File: src/rtl/ntt_pkg.sv
// ntt_pkg: shared constants and helpers for the NTT reduction datapath
package ntt_pkg;
  localparam int RED_LAT = 4;
  localparam logic [12:0] MODRED_Q_LOW = 13'h0001;
  function automatic int clog2(input int n);
    int r = 0;
    while ((1 << r) < n) r++;
    return r;
  endfunction
endpackage

File: src/rtl/modred_32.sv
// modred_32: four-stage pipelined c = d mod q, exact for d < q*2^32
module modred_32 (
  input  logic        clk,
  input  logic        rst,
  input  logic [63:0] d,
  input  logic [31:0] q,
  output logic [31:0] c
);
  logic [31:0] r0, r1, r2, r3, q0, q1, q2;
  logic [23:0] lo0;
  logic [15:0] lo1;
  logic [7:0]  lo2;
  function automatic logic [31:0] step8(input logic [31:0] r, input logic [7:0] b, input logic [31:0] m);
    logic [32:0] t;
    logic [31:0] x;
    x = r;
    for (int i = 7; i >= 0; i--) begin
      t = {x, b[i]};
      x = (t >= {1'b0, m}) ? 32'(t - {1'b0, m}) : t[31:0];
    end
    return x;
  endfunction
  always_ff @(posedge clk) begin
    if (rst) begin
      r0 <= '0;
      r1 <= '0;
      r2 <= '0;
      r3 <= '0;
      q0 <= '0;
      q1 <= '0;
      q2 <= '0;
      lo0 <= '0;
      lo1 <= '0;
      lo2 <= '0;
    end else begin
      r0 <= step8(d[63:32], d[31:24], q);
      lo0 <= d[23:0];
      q0 <= q;
      r1 <= step8(r0, lo0[23:16], q0);
      lo1 <= lo0[15:0];
      q1 <= q0;
      r2 <= step8(r1, lo1[15:8], q1);
      lo2 <= lo1[7:0];
      q2 <= q1;
      r3 <= step8(r2, lo2, q2);
    end
  end
  assign c = r3;
endmodule

File: src/rtl/rr_arbiter.sv
// rr_arbiter: picks the first active request at or after ptr, wrapping
module rr_arbiter #(
  parameter int N = 4,
  parameter int W = 2
) (
  input  logic [N-1:0] req,
  input  logic [W-1:0] ptr,
  output logic [N-1:0] gnt,
  output logic [W-1:0] gid,
  output logic         any
);
  logic [W-1:0] idx;
  always_comb begin
    gid = '0;
    any = 1'b0;
    idx = '0;
    for (int k = N - 1; k >= 0; k--) begin
      idx = W'((int'(ptr) + k) % N);
      if (req[idx]) begin
        gid = idx;
        any = 1'b1;
      end
    end
    gnt = any ? N'(1) << gid : '0;
  end
endmodule

File: src/rtl/modred_arbiter.sv
// modred_arbiter: round-robin sharing of one modred_32 pipeline with tagged result routing
module modred_arbiter import ntt_pkg::*; #(
  parameter int NUM_REQ = 4,
  parameter int IDW = clog2(NUM_REQ)
) (
  input  logic                  clk,
  input  logic                  rst,
  input  logic                  en,
  input  logic [NUM_REQ-1:0]    req_valid,
  output logic [NUM_REQ-1:0]    req_ready,
  input  logic [NUM_REQ*64-1:0] req_d,
  input  logic [NUM_REQ*32-1:0] req_q,
  output logic [NUM_REQ-1:0]    resp_valid,
  output logic [31:0]           resp_c,
  output logic [IDW-1:0]        resp_id,
  output logic                  idle,
  output logic                  cfg_err
);
  logic [63:0] d_arr [NUM_REQ];
  logic [31:0] q_arr [NUM_REQ];
  logic [NUM_REQ-1:0] gnt;
  logic [IDW-1:0] gid, ptr, iss_id;
  logic any, hs, iss_v, busy;
  logic [63:0] iss_d;
  logic [31:0] iss_q, c;
  logic tag_v [RED_LAT];
  logic [IDW-1:0] tag_id [RED_LAT];
  for (genvar i = 0; i < NUM_REQ; i++) begin : g_unpack
    assign d_arr[i] = req_d[64*i +: 64];
    assign q_arr[i] = req_q[32*i +: 32];
  end
  rr_arbiter #(.N(NUM_REQ), .W(IDW)) u_rr (
    .req(req_valid),
    .ptr(ptr),
    .gnt(gnt),
    .gid(gid),
    .any(any)
  );
  modred_32 u_red (
    .clk(clk),
    .rst(rst),
    .d(iss_d),
    .q(iss_q),
    .c(c)
  );
  assign hs = any & en;
  assign req_ready = en ? gnt : '0;
  always_ff @(posedge clk) begin
    if (rst) begin
      ptr <= '0;
      iss_v <= 1'b0;
      iss_d <= '0;
      iss_q <= '0;
      iss_id <= '0;
      cfg_err <= 1'b0;
    end else begin
      iss_v <= hs;
      if (hs) begin
        iss_d <= d_arr[gid];
        iss_q <= q_arr[gid];
        iss_id <= gid;
        ptr <= (gid == IDW'(NUM_REQ - 1)) ? '0 : gid + 1'b1;
        cfg_err <= cfg_err | (q_arr[gid][12:0] != MODRED_Q_LOW);
      end
    end
  end
  always_ff @(posedge clk) begin
    if (rst) begin
      for (int k = 0; k < RED_LAT; k++) begin
        tag_v[k] <= 1'b0;
        tag_id[k] <= '0;
      end
    end else begin
      tag_v[0] <= iss_v;
      tag_id[0] <= iss_id;
      for (int k = 1; k < RED_LAT; k++) begin
        tag_v[k] <= tag_v[k-1];
        tag_id[k] <= tag_id[k-1];
      end
    end
  end
  always_ff @(posedge clk) begin
    if (rst) begin
      resp_valid <= '0;
      resp_c <= '0;
      resp_id <= '0;
    end else begin
      resp_valid <= tag_v[RED_LAT-1] ? NUM_REQ'(1) << tag_id[RED_LAT-1] : '0;
      if (tag_v[RED_LAT-1]) begin
        resp_c <= c;
        resp_id <= tag_id[RED_LAT-1];
      end
    end
  end
  always_comb begin
    busy = iss_v;
    for (int k = 0; k < RED_LAT; k++) busy = busy | tag_v[k];
  end
  assign idle = ~busy;
endmodule

File: config.mk
export PLATFORM = sky130hd
export DESIGN_NAME = modred_arbiter
export DESIGN_NICKNAME = d
export VERILOG_FILES = /design/src/rtl/ntt_pkg.sv /design/src/rtl/modred_32.sv /design/src/rtl/rr_arbiter.sv /design/src/rtl/modred_arbiter.sv
export SDC_FILE = /design/constraint.sdc
export NUM_CORES = 2
export LEC_CHECK = 0
export CAP_MARGIN = 20
export CORE_UTILIZATION = 45
export CTS_CLUSTER_DIAMETER = 30
export DETAILED_ROUTE_END_ITERATION = 10
export PLACE_DENSITY = 0.7
export SYNTH_ARGS = -nofsm -noshare
export SYNTH_HDL_FRONTEND = slang
export SYNTH_SLANG_ARGS = --single-unit
File: constraint.sdc
create_clock -name clk -period 24.9 [get_ports clk]
set_input_delay 6.225 -clock clk [delete_from_list [all_inputs] [get_ports clk]]
set_output_delay 6.225 -clock clk [all_outputs]
set_load 0.05 [all_outputs]
## Word-level counts from Yosys, hierarchy flattened

Memory sizes are Yosys's and may differ from the RTL's.
Cells that the tools add are included.

| cells by class | value |
|---|---|
| add/sub/neg operators | 36 |
| $mul | 0 |
| divide/modulo/power cells | 0 |
| order comparisons | 37 |
| equal/unequal tests | 2 |
| shift operators | 2 |
| multiplexer cells | 68 |
| bitwise logic cells | 17 |
| reductions and logical operators | 1 |

Operators with widths:

| cell | number |
|---|---|
| $mux W32 | 34 |
| $ge A33 B32 Y1 | 32 |
| $sub A32 B32 Y32 | 32 |
| $bmux W64 S2 | 1 |
| $mux W64 | 2 |
| $bmux W32 S2 | 1 |
| $mux W2 | 9 |
| $mux W1 | 15 |
| $ne A13 B1 Y1 const B | 1 |
| $or A1 B1 Y1 | 13 |
| $lt A2 B3 Y1 const B | 4 |
| $bmux W1 S2 | 4 |
| $mux W4 | 2 |
| $shl A1 B2 Y4 const A | 2 |
| $add A2 B1 Y2 const B | 2 |
| $add A2 B2 Y2 const B | 2 |
| $ge A3 B3 Y1 const B | 1 |
| $not A2 Y3 | 1 |
| $eq A2 B2 Y1 const B | 1 |
| $not A1 Y1 | 2 |
| $reduce_or A2 Y1 | 1 |
| $and A1 B1 Y1 | 1 |

| storage, ports and cells | value |
|---|---|
| flip-flop bits (word level) | 412 |
| latch bits | 0 |
| memory bits (writable) | 12 |
| bits in read-only memories | 0 |
| word-level logic and storage cells | 184 |
| memories kept | 2 |

Memories:

| memory | depth | width | rd ports | clocked after Yosys merged registers in | write ports | RTL line | text |
|---|---|---|---|---|---|---|---|
| tag_id | 4 | 2 | 4 | 0 | 4 | modred_arbiter.sv:27 | `logic [IDW-1:0] tag_id [RED_LAT];` |
| tag_v | 4 | 1 | 4 | 0 | 4 | modred_arbiter.sv:26 | `logic tag_v [RED_LAT];` |

## Depth between registers and ports, before layout

| logic depth | value |
|---|---|
| depth after elaboration | 16 |
| depth in mapped cells | 138 |

## By module

A second synthesis with hierarchy kept.

| unflattened totals | value |
|---|---|
| cell total of the unflattened synthesis | 9745 |
| area total of the unflattened synthesis | 74846.8 sq um |

Modules (own cells, without submodules):

| module | times used | cells each | area each (sq um) | sequential area each (sq um) |
|---|---|---|---|---|
| modred_32 | 1 | 8997 | 67194.4 | 5445.2 |
| modred_arbiter | 1 | 719 | 7469.7 | 3042.9 |
| rr_arbiter | 1 | 29 | 182.7 | 0.0 |

## Worst setup path before layout

OpenSTA, ideal clock, no wires.

| path | value |
|---|---|
| kind | reg-to-reg |
| start | register u_red.q0[1] |
| end | register u_red.r1[30] |
| setup time | 79 ps |
| data arrival time | 27449 ps |
| slack | -2628 ps |
| stages on the path, launching flop included | 128 |
| path buffers | 17 |
| period minus slack after synthesis | 27528 ps |
| path through | dfxtp_1 > inv_1 > ha_1 > nor2b_1 > o21a_1 > o21ai_0 > a21oi_1 > o21ai_0 > a31oi_1 > or2_2 > clkbuf_1 > clkbuf_1 > clkbuf_1 > nand2_1 > o21ai_0 > inv_1 > ha_1 > nor2b_1 > [... 92 more ...] > ha_1 > a21o_1 > a21oi_1 > o21ai_0 > a221o_1 > a211o_1 > nand3_1 > a311oi_1 > o21a_1 > o21bai_1 > a2111oi_0 > a211o_1 > o41ai_1 > o21bai_1 > a21oi_1 > xor2_1 > or4_1 > o211ai_1 |

| on the way | value |
|---|---|
| word-level cells in the longest chain between the ends | 16 |
| elaborated cells on any way between the ends | 24 |
| those cells by class | add/sub (8); order compare (8); mux (8) |

Ends and longest elaborated chain:

| what | RTL line | text |
|---|---|---|
| start: declaration | modred_32.sv:9 | `logic [31:0] r0, r1, r2, r3, q0, q1, q2;` |
| start signal: assignment | modred_32.sv:38 | `q0 <= q;` |
| $sub A32 B32 Y32 or $ge A33 B32 Y1 (tied branches) | modred_32.sv:19 | `x = (t >= {1'b0, m}) ? 32'(t - {1'b0, m}) : t[31:0];` |
| $mux W32 | modred_32.sv:19 |  |
| $sub A32 B32 Y32 or $ge A33 B32 Y1 (tied branches) | modred_32.sv:19 |  |
| $mux W32 | modred_32.sv:19 |  |
| $sub A32 B32 Y32 or $ge A33 B32 Y1 (tied branches) | modred_32.sv:19 |  |
| $mux W32 | modred_32.sv:19 |  |
| $sub A32 B32 Y32 or $ge A33 B32 Y1 (tied branches) | modred_32.sv:19 |  |
| $mux W32 | modred_32.sv:19 |  |
| $sub A32 B32 Y32 or $ge A33 B32 Y1 (tied branches) | modred_32.sv:19 |  |
| $mux W32 | modred_32.sv:19 |  |
| $sub A32 B32 Y32 or $ge A33 B32 Y1 (tied branches) | modred_32.sv:19 |  |
| $mux W32 | modred_32.sv:19 |  |
| $sub A32 B32 Y32 or $ge A33 B32 Y1 (tied branches) | modred_32.sv:19 |  |
| $mux W32 | modred_32.sv:19 |  |
| $sub A32 B32 Y32 or $ge A33 B32 Y1 (tied branches) | modred_32.sv:19 |  |
| $mux W32 * | modred_32.sv:19 |  |
| end signal: assignment | modred_32.sv:39 | `r1 <= step8(r0, lo0[23:16], q0);` |
| end: declaration | modred_32.sv:9 |  |

Mark *: on every way between the ends. The rest lies on a longest branch, timed or not.
A chain may end at the register's enable or synchronous reset.

## Worst setup path in the final report

| path | value |
|---|---|
| start | register u_red.q2[4] |
| end | register u_red.r3[25] (netlist: u_red.c[25]) |

| on the way | value |
|---|---|
| word-level cells in the longest chain between the ends | 16 |
| elaborated cells on any way between the ends | 24 |
| those cells by class | add/sub (8); order compare (8); mux (8) |

Ends and longest elaborated chain:

| what | RTL line | text |
|---|---|---|
| start: declaration | modred_32.sv:9 |  |
| start signal: assignment | modred_32.sv:44 | `q2 <= q1;` |
| $sub A32 B32 Y32 or $ge A33 B32 Y1 (tied branches) | modred_32.sv:19 |  |
| $mux W32 | modred_32.sv:19 |  |
| $sub A32 B32 Y32 or $ge A33 B32 Y1 (tied branches) | modred_32.sv:19 |  |
| $mux W32 | modred_32.sv:19 |  |
| $sub A32 B32 Y32 or $ge A33 B32 Y1 (tied branches) | modred_32.sv:19 |  |
| $mux W32 | modred_32.sv:19 |  |
| $sub A32 B32 Y32 or $ge A33 B32 Y1 (tied branches) | modred_32.sv:19 |  |
| $mux W32 | modred_32.sv:19 |  |
| $sub A32 B32 Y32 or $ge A33 B32 Y1 (tied branches) | modred_32.sv:19 |  |
| $mux W32 | modred_32.sv:19 |  |
| $sub A32 B32 Y32 or $ge A33 B32 Y1 (tied branches) | modred_32.sv:19 |  |
| $mux W32 | modred_32.sv:19 |  |
| $sub A32 B32 Y32 or $ge A33 B32 Y1 (tied branches) | modred_32.sv:19 |  |
| $mux W32 | modred_32.sv:19 |  |
| $sub A32 B32 Y32 or $ge A33 B32 Y1 (tied branches) | modred_32.sv:19 |  |
| $mux W32 * | modred_32.sv:19 |  |
| end signal: assignment | modred_32.sv:45 | `r3 <= step8(r2, lo2, q2);` |
| end: declaration | modred_32.sv:9 |  |

Marks and branches as above.

==> results.yml <==
logic_synthesis:
  synth_flop_cell: "dfxtp_1"
  synth.distinct_cells: 106
  synth_seq_area_share_pct: 10.99
  async_flop_share_pct: 0
  ys_seq_elements: 424
  ys_top_cells_by_count: "ha_1 (1,028), nand2_1 (1,002), a21oi_1 (933)"
  ys_top_cells_by_area: "ha_1 (17%), dfxtp_1 (11%), mux2_2 (7.7%)"
  syn_inst: 10470
  synthMostInstantiatedCell: "ha_1"
  syn-cell-area_mm2: 0.07724
  synth_nets: 11920
  synth-edff-count: 0
  synth.avg_cell_area_um2: 7.378
  synth_top_area_share_pct: 16.65
  synth_top_cell_by_area: "ha_1"
  ys_warn_count: 0
routing:
  drt_iter0_markers: 7853
  wire_per_inst_um: 22.06
  antenna_left: 0
  num_vias: 96760
  postRouteWirelength_um: 363800
  drc_errors: 0
  post_drt_via_cell_ratio: 5.867
  dr.pass1.iters: 6
clock_network:
  clkSinkCount: 424
  insertion_delay_ns: 0.80
  cts_tree: "done"
  root_buffer: "clkbuf_16"
  clk_path_buf_depth: 3
  cts_hold_buf: 0
  numCtsBuffers: 116
  htreeDepth: 3
  clk_pin_slew_ns: 0.05
worst_hold_path:
  hold_path_depth: 1
  hold_class: "register to register"
worst_setup_path:
  end_kind: "register"
  rrSetupSlack_ns: 0.44
  crit_slowest_cell: "mux2_2"
  worst-endpoint-arrival_ns: 25.13
  max_stage_delay_ns: 0.41
  start_kind: "register"
  r2r_cells: 115
  worst-setup-path-type: "register to register"
  critPathMaxFanout: 23
  required_ns: 25.57
status:
  outcome: "finished clean"
sta:
  hold_viol: 0
  max_slew_margin_pct: 20.18
  setup_viol_count_final: 0
  fmax_mhz: 40.88
  period_needed_ns: 24.46
  tightestPinTransition_ns: 1.189
  slew_violations: 0
  hold_slack_ns: 0.4411
  fin_crit_sh_pct: 98.23
  fin_skew_ns: 0.04000
floorplanning:
  rows: 151
  fp.dieW_um: 416.3
  dieArea_mm2: 0.1733
  dieHeight_um: 416.3
  io_pins: 435
  core_area_mm2: 0.1698
  initial_utilization_pct: 45.47
cells_and_area:
  area_growth_pct: 51.49
  drive_gt1_share_pct: 33.69
  fin_nets: 15610
global_route:
  grt_pass1_vias: 94690
  grt_remaining_overflow: 0
  grt_max_degree: 173
  track_usage_pct: 39.58
  antenna_found_initial: 14
  grt_first_pass_wirelength_um: 539500
place:
  portBuffers: 434
  hpwl_um: 292400
  routabilityCongestion: 1.029
job:
  maxCapViolCount: 0
[cell usage in the layout, fill, tap and decap left out, drive strengths merged, types with 35 or more instances in the layout]
cell type / synthesis / layout
a21boi: 59 / 59
o21a: 152 / 152
ha: 1028 / 1028
mux2: 529 / 529
nor4: 44 / 44
clkdlybuf4s50: 0 / 433
o21bai: 129 / 129
and3: 201 / 201
a31oi: 100 / 100
nor2: 918 / 918
and2: 60 / 60
or3: 64 / 64
nand3: 230 / 230
nor2b: 203 / 203
a21oi: 933 / 933
a211o: 69 / 70
clkbuf: 257 / 140
a21o: 439 / 439
o21ai: 577 / 577
nand2: 1002 / 1003
nand4: 195 / 195
a311oi: 95 / 95
o211ai: 92 / 92
buf: 88 / 3470
o31ai: 82 / 82
inv: 531 / 560
or2: 67 / 67
mux2i: 147 / 148
xnor2: 576 / 576
o31a: 35 / 35
a221oi: 41 / 41
nand2b: 142 / 142
a211oi: 100 / 100
nor3: 196 / 196
xor2: 238 / 238
dfxtp: 424 / 424
[worst max-delay path, delay by kind of cell, from the launching register on]
family | cells | cell delay (ns)
and+or+nand+nor | 31 | 5.05
muxes | 8 | 2.73
AOI/OAI and AO/OA | 54 | 11.74
buffers and inverters | 14 | 2.17
DFF | 1 | 0.30
adders and majority gates | 8 | 2.28
[registers in the layout, indices dropped and copies added (netlist names)]
| register | cells |
|---|---|
| cfg_err | 1 |
| iss_d | 64 |
| iss_id | 2 |
| iss_q | 32 |
| iss_v | 1 |
| ptr | 2 |
| resp_c | 32 |
| resp_id | 2 |
| resp_valid | 4 |
| tag_id | 8 |
| tag_v | 4 |
| u_red.c | 32 |
| u_red.lo0 | 24 |
| u_red.lo1 | 16 |
| u_red.lo2 | 8 |
| u_red.q0 | 32 |
| u_red.q1 | 32 |
| u_red.q2 | 32 |
| u_red.r0 | 32 |
| u_red.r1 | 32 |
| u_red.r2 | 32 |
[final timing paths]
check / from / to
hold / removal: u_red.lo0[11] / u_red.lo1[11]
setup reg to reg: u_red.q2[4] / u_red.c[25]
setup / recovery: u_red.q2[4] / u_red.c[25]
hold reg to reg: u_red.lo0[11] / u_red.lo1[11]
[what timing repair did]
action                     4_1_cts  5_1_grt
setup buffers                   16      141
pin swaps                       26      253
setup endpoints to repair      128      128
cloned                           3       17
gates resized for setup        129      530
[cells by family after synthesis]
family,after synthesis,share of synthesized area [%]
AOI/OAI and AO/OA,3172,26.91
buffers and inverters,877,4.372
xor gates and xnor gates,814,9.231
muxes,676,9.676
and+or+nand+nor,3446,21.34
DFF,424,10.99
adders and majority gates,1060,17.48
[final cells by class]
type                       instances  area, um2
clock inverter                    91       1182
inverter                         532       2012
tap                             2218       2775
sequential                       424       8497
clock buffer                     131       3069
antenna                           12      30.03
timing repair buffer            3913      31100
fill                           14350      52850
multi-input combinational       9171      68340
[layer usage]
layer	vias up	global-route usage, %	wire length, um
met5	-	0	11
met4	2	23.30	23790
met3	1108	7.697	27740
met2	3887	64.47	162900
met1	45760	48.25	149300
li1	46010	-	-
[stage by stage]
stage / std cells / util (%) / worst slack (ns) / instance area, um2 / TNS, ns
floorplan: 10470 / - / -0.02330 / 77530 / -0.02330
global placement: 16080 / 63.76 / -1.379 / 108300 / -68.21
detailed placement: 16080 / 63.76 / -1.795 / 108300 / -109.07
CTS: 16320 / 66.66 / 0.01418 / 113200 / 0
global route: 16480 / 68.87 / -0.3185 / 117000 / -16.88
finish: 16490 / 68.89 / 0.4405 / 117000 / 0
Power is left out: the tool's default activity adds up to more than one toggle a clock period on the data nets, which glitch-free logic cannot reach.
